==> src/rtl/dm_bus_arbiter_if.sv <==
// Shared data-memory port bundle: two requester channels plus the arbitrated memory side.
// The slave modport is the arbiter's view; master is the requesters/memory view.
interface dm_bus_arbiter_if;
  logic        r0_req;
  logic [31:0] r0_addr;
  logic [31:0] r0_wdata;
  logic [3:0]  r0_byteen;
  logic        r0_gnt;
  logic        r0_rvalid;
  logic [31:0] r0_rdata;

  logic        r1_req;
  logic [31:0] r1_addr;
  logic [31:0] r1_wdata;
  logic [3:0]  r1_byteen;
  logic        r1_gnt;
  logic        r1_rvalid;
  logic [31:0] r1_rdata;

  logic        mem_en;
  logic [31:0] mem_addr;
  logic [31:0] mem_wdata;
  logic [3:0]  mem_byteen;
  logic [31:0] mem_rdata;

  modport slave (
    input  r0_req, r0_addr, r0_wdata, r0_byteen,
    output r0_gnt, r0_rvalid, r0_rdata,
    input  r1_req, r1_addr, r1_wdata, r1_byteen,
    output r1_gnt, r1_rvalid, r1_rdata,
    output mem_en, mem_addr, mem_wdata, mem_byteen,
    input  mem_rdata
  );

  modport master (
    output r0_req, r0_addr, r0_wdata, r0_byteen,
    input  r0_gnt, r0_rvalid, r0_rdata,
    output r1_req, r1_addr, r1_wdata, r1_byteen,
    input  r1_gnt, r1_rvalid, r1_rdata,
    input  mem_en, mem_addr, mem_wdata, mem_byteen,
    output mem_rdata
  );
endinterface

==> src/rtl/dm_bus_arbiter.sv <==
// Two-requester arbiter for the shared DM/Bridge port: fixed priority to r0 with a
// starvation guard for r1, and read-owner tracking across the synchronous RAM latency.
module dm_bus_arbiter #(
  parameter int unsigned STARVE_LIMIT = 4,
  parameter int unsigned RD_LAT       = 1
) (
  input logic             clk,
  input logic             sys_rstn,
  dm_bus_arbiter_if.slave bus
);

  localparam logic [3:0] Limit = 4'(STARVE_LIMIT);

  logic [3:0]        starve_q, starve_d;
  logic              force_r1, r0_win, r1_win, push;
  logic [RD_LAT-1:0] vld_q, vld_d, own_q, own_d;

  // Grants are gated by reset so nothing reaches the port while sys_rstn is low.
  always_comb begin
    force_r1 = bus.r1_req && (starve_q == Limit);
    r1_win   = sys_rstn && bus.r1_req && (force_r1 || !bus.r0_req);
    r0_win   = sys_rstn && bus.r0_req && !force_r1;
  end

  assign bus.r0_gnt = r0_win;
  assign bus.r1_gnt = r1_win;
  assign bus.mem_en = r0_win | r1_win;

  always_comb begin
    bus.mem_addr   = 32'h0;
    bus.mem_wdata  = 32'h0;
    bus.mem_byteen = 4'h0;
    if (r0_win) begin
      bus.mem_addr   = bus.r0_addr;
      bus.mem_wdata  = bus.r0_wdata;
      bus.mem_byteen = bus.r0_byteen;
    end else if (r1_win) begin
      bus.mem_addr   = bus.r1_addr;
      bus.mem_wdata  = bus.r1_wdata;
      bus.mem_byteen = bus.r1_byteen;
    end
  end

  always_comb begin
    starve_d = starve_q;
    if (r1_win || !bus.r1_req) begin
      starve_d = 4'h0;
    end else if (r0_win && (starve_q < Limit)) begin
      starve_d = starve_q + 4'h1;
    end
  end

  // Stage 0 takes the issuing access; the tail stage lines up with mem_rdata.
  always_comb begin
    push     = (r0_win | r1_win) && (bus.mem_byteen == 4'h0);
    vld_d    = vld_q;
    own_d    = own_q;
    vld_d[0] = push;
    own_d[0] = r1_win;
    for (int i = 1; i < RD_LAT; i++) begin
      vld_d[i] = vld_q[i-1];
      own_d[i] = own_q[i-1];
    end
  end

  always_ff @(posedge clk or negedge sys_rstn) begin
    if (!sys_rstn) begin
      starve_q <= 4'h0;
      vld_q    <= '0;
      own_q    <= '0;
    end else begin
      starve_q <= starve_d;
      vld_q    <= vld_d;
      own_q    <= own_d;
    end
  end

  assign bus.r0_rvalid = vld_q[RD_LAT-1] && !own_q[RD_LAT-1];
  assign bus.r1_rvalid = vld_q[RD_LAT-1] &&  own_q[RD_LAT-1];
  assign bus.r0_rdata  = bus.r0_rvalid ? bus.mem_rdata : 32'h0;
  assign bus.r1_rdata  = bus.r1_rvalid ? bus.mem_rdata : 32'h0;

endmodule

==> src/flat_wrapper.sv <==
// flat-port wrapper written by rule: the top's interface ports become plain ports
module dm_bus_arbiter_flat 
#(
  parameter int unsigned STARVE_LIMIT = 4,
  parameter int unsigned RD_LAT       = 1
)
  (clk, sys_rstn, bus_r0_req, bus_r0_addr, bus_r0_wdata, bus_r0_byteen, bus_r0_gnt, bus_r0_rvalid, bus_r0_rdata, bus_r1_req, bus_r1_addr, bus_r1_wdata, bus_r1_byteen, bus_r1_gnt, bus_r1_rvalid, bus_r1_rdata, bus_mem_en, bus_mem_addr, bus_mem_wdata, bus_mem_byteen, bus_mem_rdata);
  dm_bus_arbiter_if bus_i ();
  input logic clk;
  input logic sys_rstn;
  input wire logic [$bits(bus_i.r0_req)-1:0] bus_r0_req;
  input wire logic [$bits(bus_i.r0_addr)-1:0] bus_r0_addr;
  input wire logic [$bits(bus_i.r0_wdata)-1:0] bus_r0_wdata;
  input wire logic [$bits(bus_i.r0_byteen)-1:0] bus_r0_byteen;
  output wire logic [$bits(bus_i.r0_gnt)-1:0] bus_r0_gnt;
  output wire logic [$bits(bus_i.r0_rvalid)-1:0] bus_r0_rvalid;
  output wire logic [$bits(bus_i.r0_rdata)-1:0] bus_r0_rdata;
  input wire logic [$bits(bus_i.r1_req)-1:0] bus_r1_req;
  input wire logic [$bits(bus_i.r1_addr)-1:0] bus_r1_addr;
  input wire logic [$bits(bus_i.r1_wdata)-1:0] bus_r1_wdata;
  input wire logic [$bits(bus_i.r1_byteen)-1:0] bus_r1_byteen;
  output wire logic [$bits(bus_i.r1_gnt)-1:0] bus_r1_gnt;
  output wire logic [$bits(bus_i.r1_rvalid)-1:0] bus_r1_rvalid;
  output wire logic [$bits(bus_i.r1_rdata)-1:0] bus_r1_rdata;
  output wire logic [$bits(bus_i.mem_en)-1:0] bus_mem_en;
  output wire logic [$bits(bus_i.mem_addr)-1:0] bus_mem_addr;
  output wire logic [$bits(bus_i.mem_wdata)-1:0] bus_mem_wdata;
  output wire logic [$bits(bus_i.mem_byteen)-1:0] bus_mem_byteen;
  input wire logic [$bits(bus_i.mem_rdata)-1:0] bus_mem_rdata;
  assign bus_i.r0_req = bus_r0_req;
  assign bus_i.r0_addr = bus_r0_addr;
  assign bus_i.r0_wdata = bus_r0_wdata;
  assign bus_i.r0_byteen = bus_r0_byteen;
  assign bus_r0_gnt = bus_i.r0_gnt;
  assign bus_r0_rvalid = bus_i.r0_rvalid;
  assign bus_r0_rdata = bus_i.r0_rdata;
  assign bus_i.r1_req = bus_r1_req;
  assign bus_i.r1_addr = bus_r1_addr;
  assign bus_i.r1_wdata = bus_r1_wdata;
  assign bus_i.r1_byteen = bus_r1_byteen;
  assign bus_r1_gnt = bus_i.r1_gnt;
  assign bus_r1_rvalid = bus_i.r1_rvalid;
  assign bus_r1_rdata = bus_i.r1_rdata;
  assign bus_mem_en = bus_i.mem_en;
  assign bus_mem_addr = bus_i.mem_addr;
  assign bus_mem_wdata = bus_i.mem_wdata;
  assign bus_mem_byteen = bus_i.mem_byteen;
  assign bus_i.mem_rdata = bus_mem_rdata;
  dm_bus_arbiter #(.STARVE_LIMIT(STARVE_LIMIT), .RD_LAT(RD_LAT)) u_core (.clk(clk), .sys_rstn(sys_rstn), .bus(bus_i));
endmodule
==> config.mk <==
export PLATFORM = sky130hd
export DESIGN_NAME = dm_bus_arbiter_flat
export DESIGN_NICKNAME = d
export VERILOG_FILES = /design/src/rtl/dm_bus_arbiter_if.sv /design/src/rtl/dm_bus_arbiter.sv /design/src/flat_wrapper.sv
export SDC_FILE = /design/constraint.sdc
export NUM_CORES = 1
export LEC_CHECK = 0
export CORE_AREA = 2 2 118 120
export CTS_BUF_LIST = sky130_fd_sc_hd__clkbuf_4
export DETAILED_ROUTE_END_ITERATION = 10
export DIE_AREA = 0 0 120 122
export PLACE_DENSITY_LB_ADDON = 0.3
export SYNTH_ARGS = -nofsm -noshare
export SYNTH_HDL_FRONTEND = slang
export SYNTH_SLANG_ARGS = --single-unit
==> constraint.sdc <==
create_clock -name clk -period 1.6 [get_ports clk]
set_input_delay 0.4 -clock clk [delete_from_list [all_inputs] [get_ports clk]]
set_output_delay 0.4 -clock clk [all_outputs]
set_load 0.1 [all_outputs]
==> flow_summary_export.csv <==
group,metric,value,unit
route,drcViolationCount,0,
worst_setup_path,crit_required,1200,ps
timing,hold_viol,0,
timing,skew,7.40,ps
pwr,clkPwrFrac,4.6,%
timing,slew_viol_final,0,
timing,layout_setup_ws,-710,ps
floorplan,die_w,120,µm
layout,area_delta_synth_final,427,%
global_routing,grt_max_degree,32,
worst_setup_path,rr_endpoint,"u_core.starve_q[3]",
worst_setup_path,r2r_slack,-10,ps
job,drv_cap,0,
worst_setup_path,path_class,"reg -> out",
route,num_vias,3092,
route,finalWirelength,16.0,mm
placement,place_hpwl,11.6,mm
placement,dp_worst_setup_slack,-777,ps
global_routing,grt_pass1_wl,22.1,mm
route,via_per_inst,4.37,
clocking,clockRootBuffer,"clkbuf_4",
logic_synthesis,synth_cell_types,23,
clocking,tritoncts,"built",
worst_setup_path,reg2reg_depth,8,
clocking,clk_pin_slew_worst_paths,60,ps
layout,antenna_cells,0,
timing,timing.final.crit_share,144,%
placement,gp_congestion,0.834,
worst_setup_path,crit_fanout,11,
timing,slew_headroom,84.2,%
route,route.antenna.remaining_nets,0,
worst_setup_path,end_kind,"output port",
timing,worstMarginPinSlew,236,ps
logic_synthesis,syn_avg_cell_area,7.94,µm²
logic_synthesis,yosysTopAreaCellShare,40.1,%
pwr,p_int,1.67,mW
clocking,cts_buffers,3,
worst_setup_path,startpoint_type,"register",
logic_synthesis,synth_edf_count,0,
worst_setup_path,arrival,1910,ps
logic_synthesis,synth.cell_area,1480,µm²
logic_synthesis,synth_common_cells,"a22o_1 (68), and2_1 (33), and3_1 (32), buf_2 (9), clkbuf_1 (8)",
pwr,total_power,3.48,mW
route,wl_per_cell,22.7,µm
floorplan,die_y,122,µm
floorplan,core,13500,µm²
timing,setup_viol,137,
global_routing,antenna_found_initial,0,
global_routing,grt_usage,20.0,%
route,dr.pass1.iters,4,
timing,post-route-min-period,2310,ps
worst_hold_path,min_path_type,"in -> async",
layout,drive_gt1_share,63.8,%
logic_synthesis,synth_ff_type,"dfrtp_1",
logic_synthesis,synthTopCellsByArea,"a22o_1 (40%), and2_1 (14%), and3_1 (13%), dfrtp_1 (10%), buf_6 (4.6%)",
pwr,power.net_switching,1.81,mW
placement,dp_cells,669,
route,initialDrtViolationCount,77,
logic_synthesis,synth_seq_area_share,10.1,%
pwr,netSwitchingFraction,51.9,%
floorplan,initial_core_util,11.0,%
clocking,clockBufferDepth,2,
logic_synthesis,netlist_instances,187,
placement,numPortBuffers,308,
outcome,status,"finished with violations",
clocking,htreeDepth,1,
timing,fin_tns_setup,-61950,ps
pwr,p_leak,3.30,nW
logic_synthesis,syn-num-nets,361,
logic_synthesis,async_reset_ff_share,100,%
pwr,powerDensity,446,nW/µm²
logic_synthesis,synth.ff_latch_count,6,
pwr,pwr-share-seq,4.6,%
outcome,violations,"negative setup slack",
worst_setup_path,reg2reg_from,"u_core.starve_q[1]",
layout,n_fill_cell,1047,
logic_synthesis,yosysMostFrequentCell,"a22o_1",
floorplan,die_area,14600,µm²
logic_synthesis,yosysTopAreaCell,"a22o_1",
clocking,clk_latency,260,ps
timing,fmax,0.433,GHz
floorplan,io_pins,309,
timing,rsz0062_at_grt,"true",
clocking,clock-sinks,6,
pwr,vdd_drop_max,0.000276,V
layout,layout.nets,703,
pwr,combPwrFrac,90.8,%
global_routing,grt_pass1_vias,3493,
logic_synthesis,yosysWarnings,0,
floorplan,num_rows,43,
global_routing,grt_remaining_overflow,0,
layout,stdcell_count,707,
-- worst max-delay path, cell delays in order (launching register included) --
cell and delay, ps:
dfrtp_1 370, inv_1 70, ha_2 180, nand3b_1 140, a21oi_4 210, buf_4 180, clkbuf_16 180, a22o_4 150
buf_12 170
-- power groups by stage --
stage | combinational, mW | sequential, mW | clock (mW)
after floorplan | 1.61 | 0.166 | 0
after global placement | 2.89 | 0.164 | 0
after detailed placement | 2.91 | 0.164 | 0
after CTS | 3.16 | 0.162 | 0.164
after global routing | 3.25 | 0.162 | 0.169
final | 3.16 | 0.162 | 0.160
-- per-stage QoR --
step	hold WS [ps]	utilization, %	instance area (µm²)
2_1_floorplan	104	-	2260
3_3_place_gp	629	51.5	6950
3_5_place_dp	645	51.5	6950
4_1_cts	246	57.4	7750
5_1_grt	261	57.9	7820
6_report	245	57.9	7820
-- sequential cells by signal, summed over array words and instances, names as in the netlist --
name	flops
u_core.own_q	1
u_core.starve_q	4
u_core.vld_q	1
-- metal layers --
layer | vias to the layer above | share of wire (%) | wire [µm] | track usage, %
met5 | - | 0 | 0 | 0
met4 | 0 | 1.3 | 212 | 3.68
met3 | 12 | 7.9 | 1270 | 4.54
met2 | 193 | 57 | 9130 | 40.4
met1 | 1461 | 34 | 5420 | 20.9
li1 | 1426 | - | - | -
-- worst max-delay path by stage --
| stage | startpoint | end | cells past startpoint |
|---|---|---|---|
| 2_1_floorplan | u_core.starve_q[0] | bus_mem_addr[10] | 7 |
| 3_3_place_gp | sys_rstn | bus_mem_addr[22] | 6 |
| 3_5_place_dp | sys_rstn | bus_mem_addr[20] | 6 |
| 4_1_cts | u_core.starve_q[1] | bus_mem_addr[16] | 9 |
| 5_1_grt | u_core.starve_q[1] | bus_mem_addr[23] | 8 |
| 6_report | u_core.starve_q[1] | bus_mem_addr[23] | 8 |
-- what timing repair did --
item                       in CTS  in global routing
buffers inserted               16                  7
setup endpoints to repair     137                138
gates cloned                   14                  5
pin swaps                      31                 23
gates resized for setup        84                 16
hold buffers                    0                  0
-- cell families (layout without fill, tap and decap cells) --
kind of cell,count (synthesis),in the layout,share of synthesized area (%)
xor gates and xnor gates,1,1,0.590
DFF,6,6,10.1
muxes,1,1,0.675
AOI/OAI and AO/OA,73,73,43.1
and+or+nand+nor,76,76,32.7
adders and majority gates,2,2,1.69
buffers and inverters,28,368,11.1
-- final cells by class --
type / count / area (µm²) / share of cell area [%]
Clock buffer: 3 / 22.5 / 0.288
Inverter: 4 / 15.0 / 0.192
Sequential cell: 6 / 151 / 1.94
Multi-Input combinational cell: 153 / 2060 / 26.3
Tap cell: 180 / 225 / 2.88
Timing Repair Buffer: 361 / 5350 / 68.4
-- cells in the final DEF (no fill, tap or decap), drive strengths merged, types with 2 or more instances in the layout --
master and count:
dfrtp 6, dlygate4sd2 2, ha 2, inv 4, a22o 68, nor3b 4
clkdlybuf4s50 168, and3 32, clkbuf 8, or4 2, nand2 2, a41oi 2
buf 186, and2 33
(Power assumes the default switching activity.)
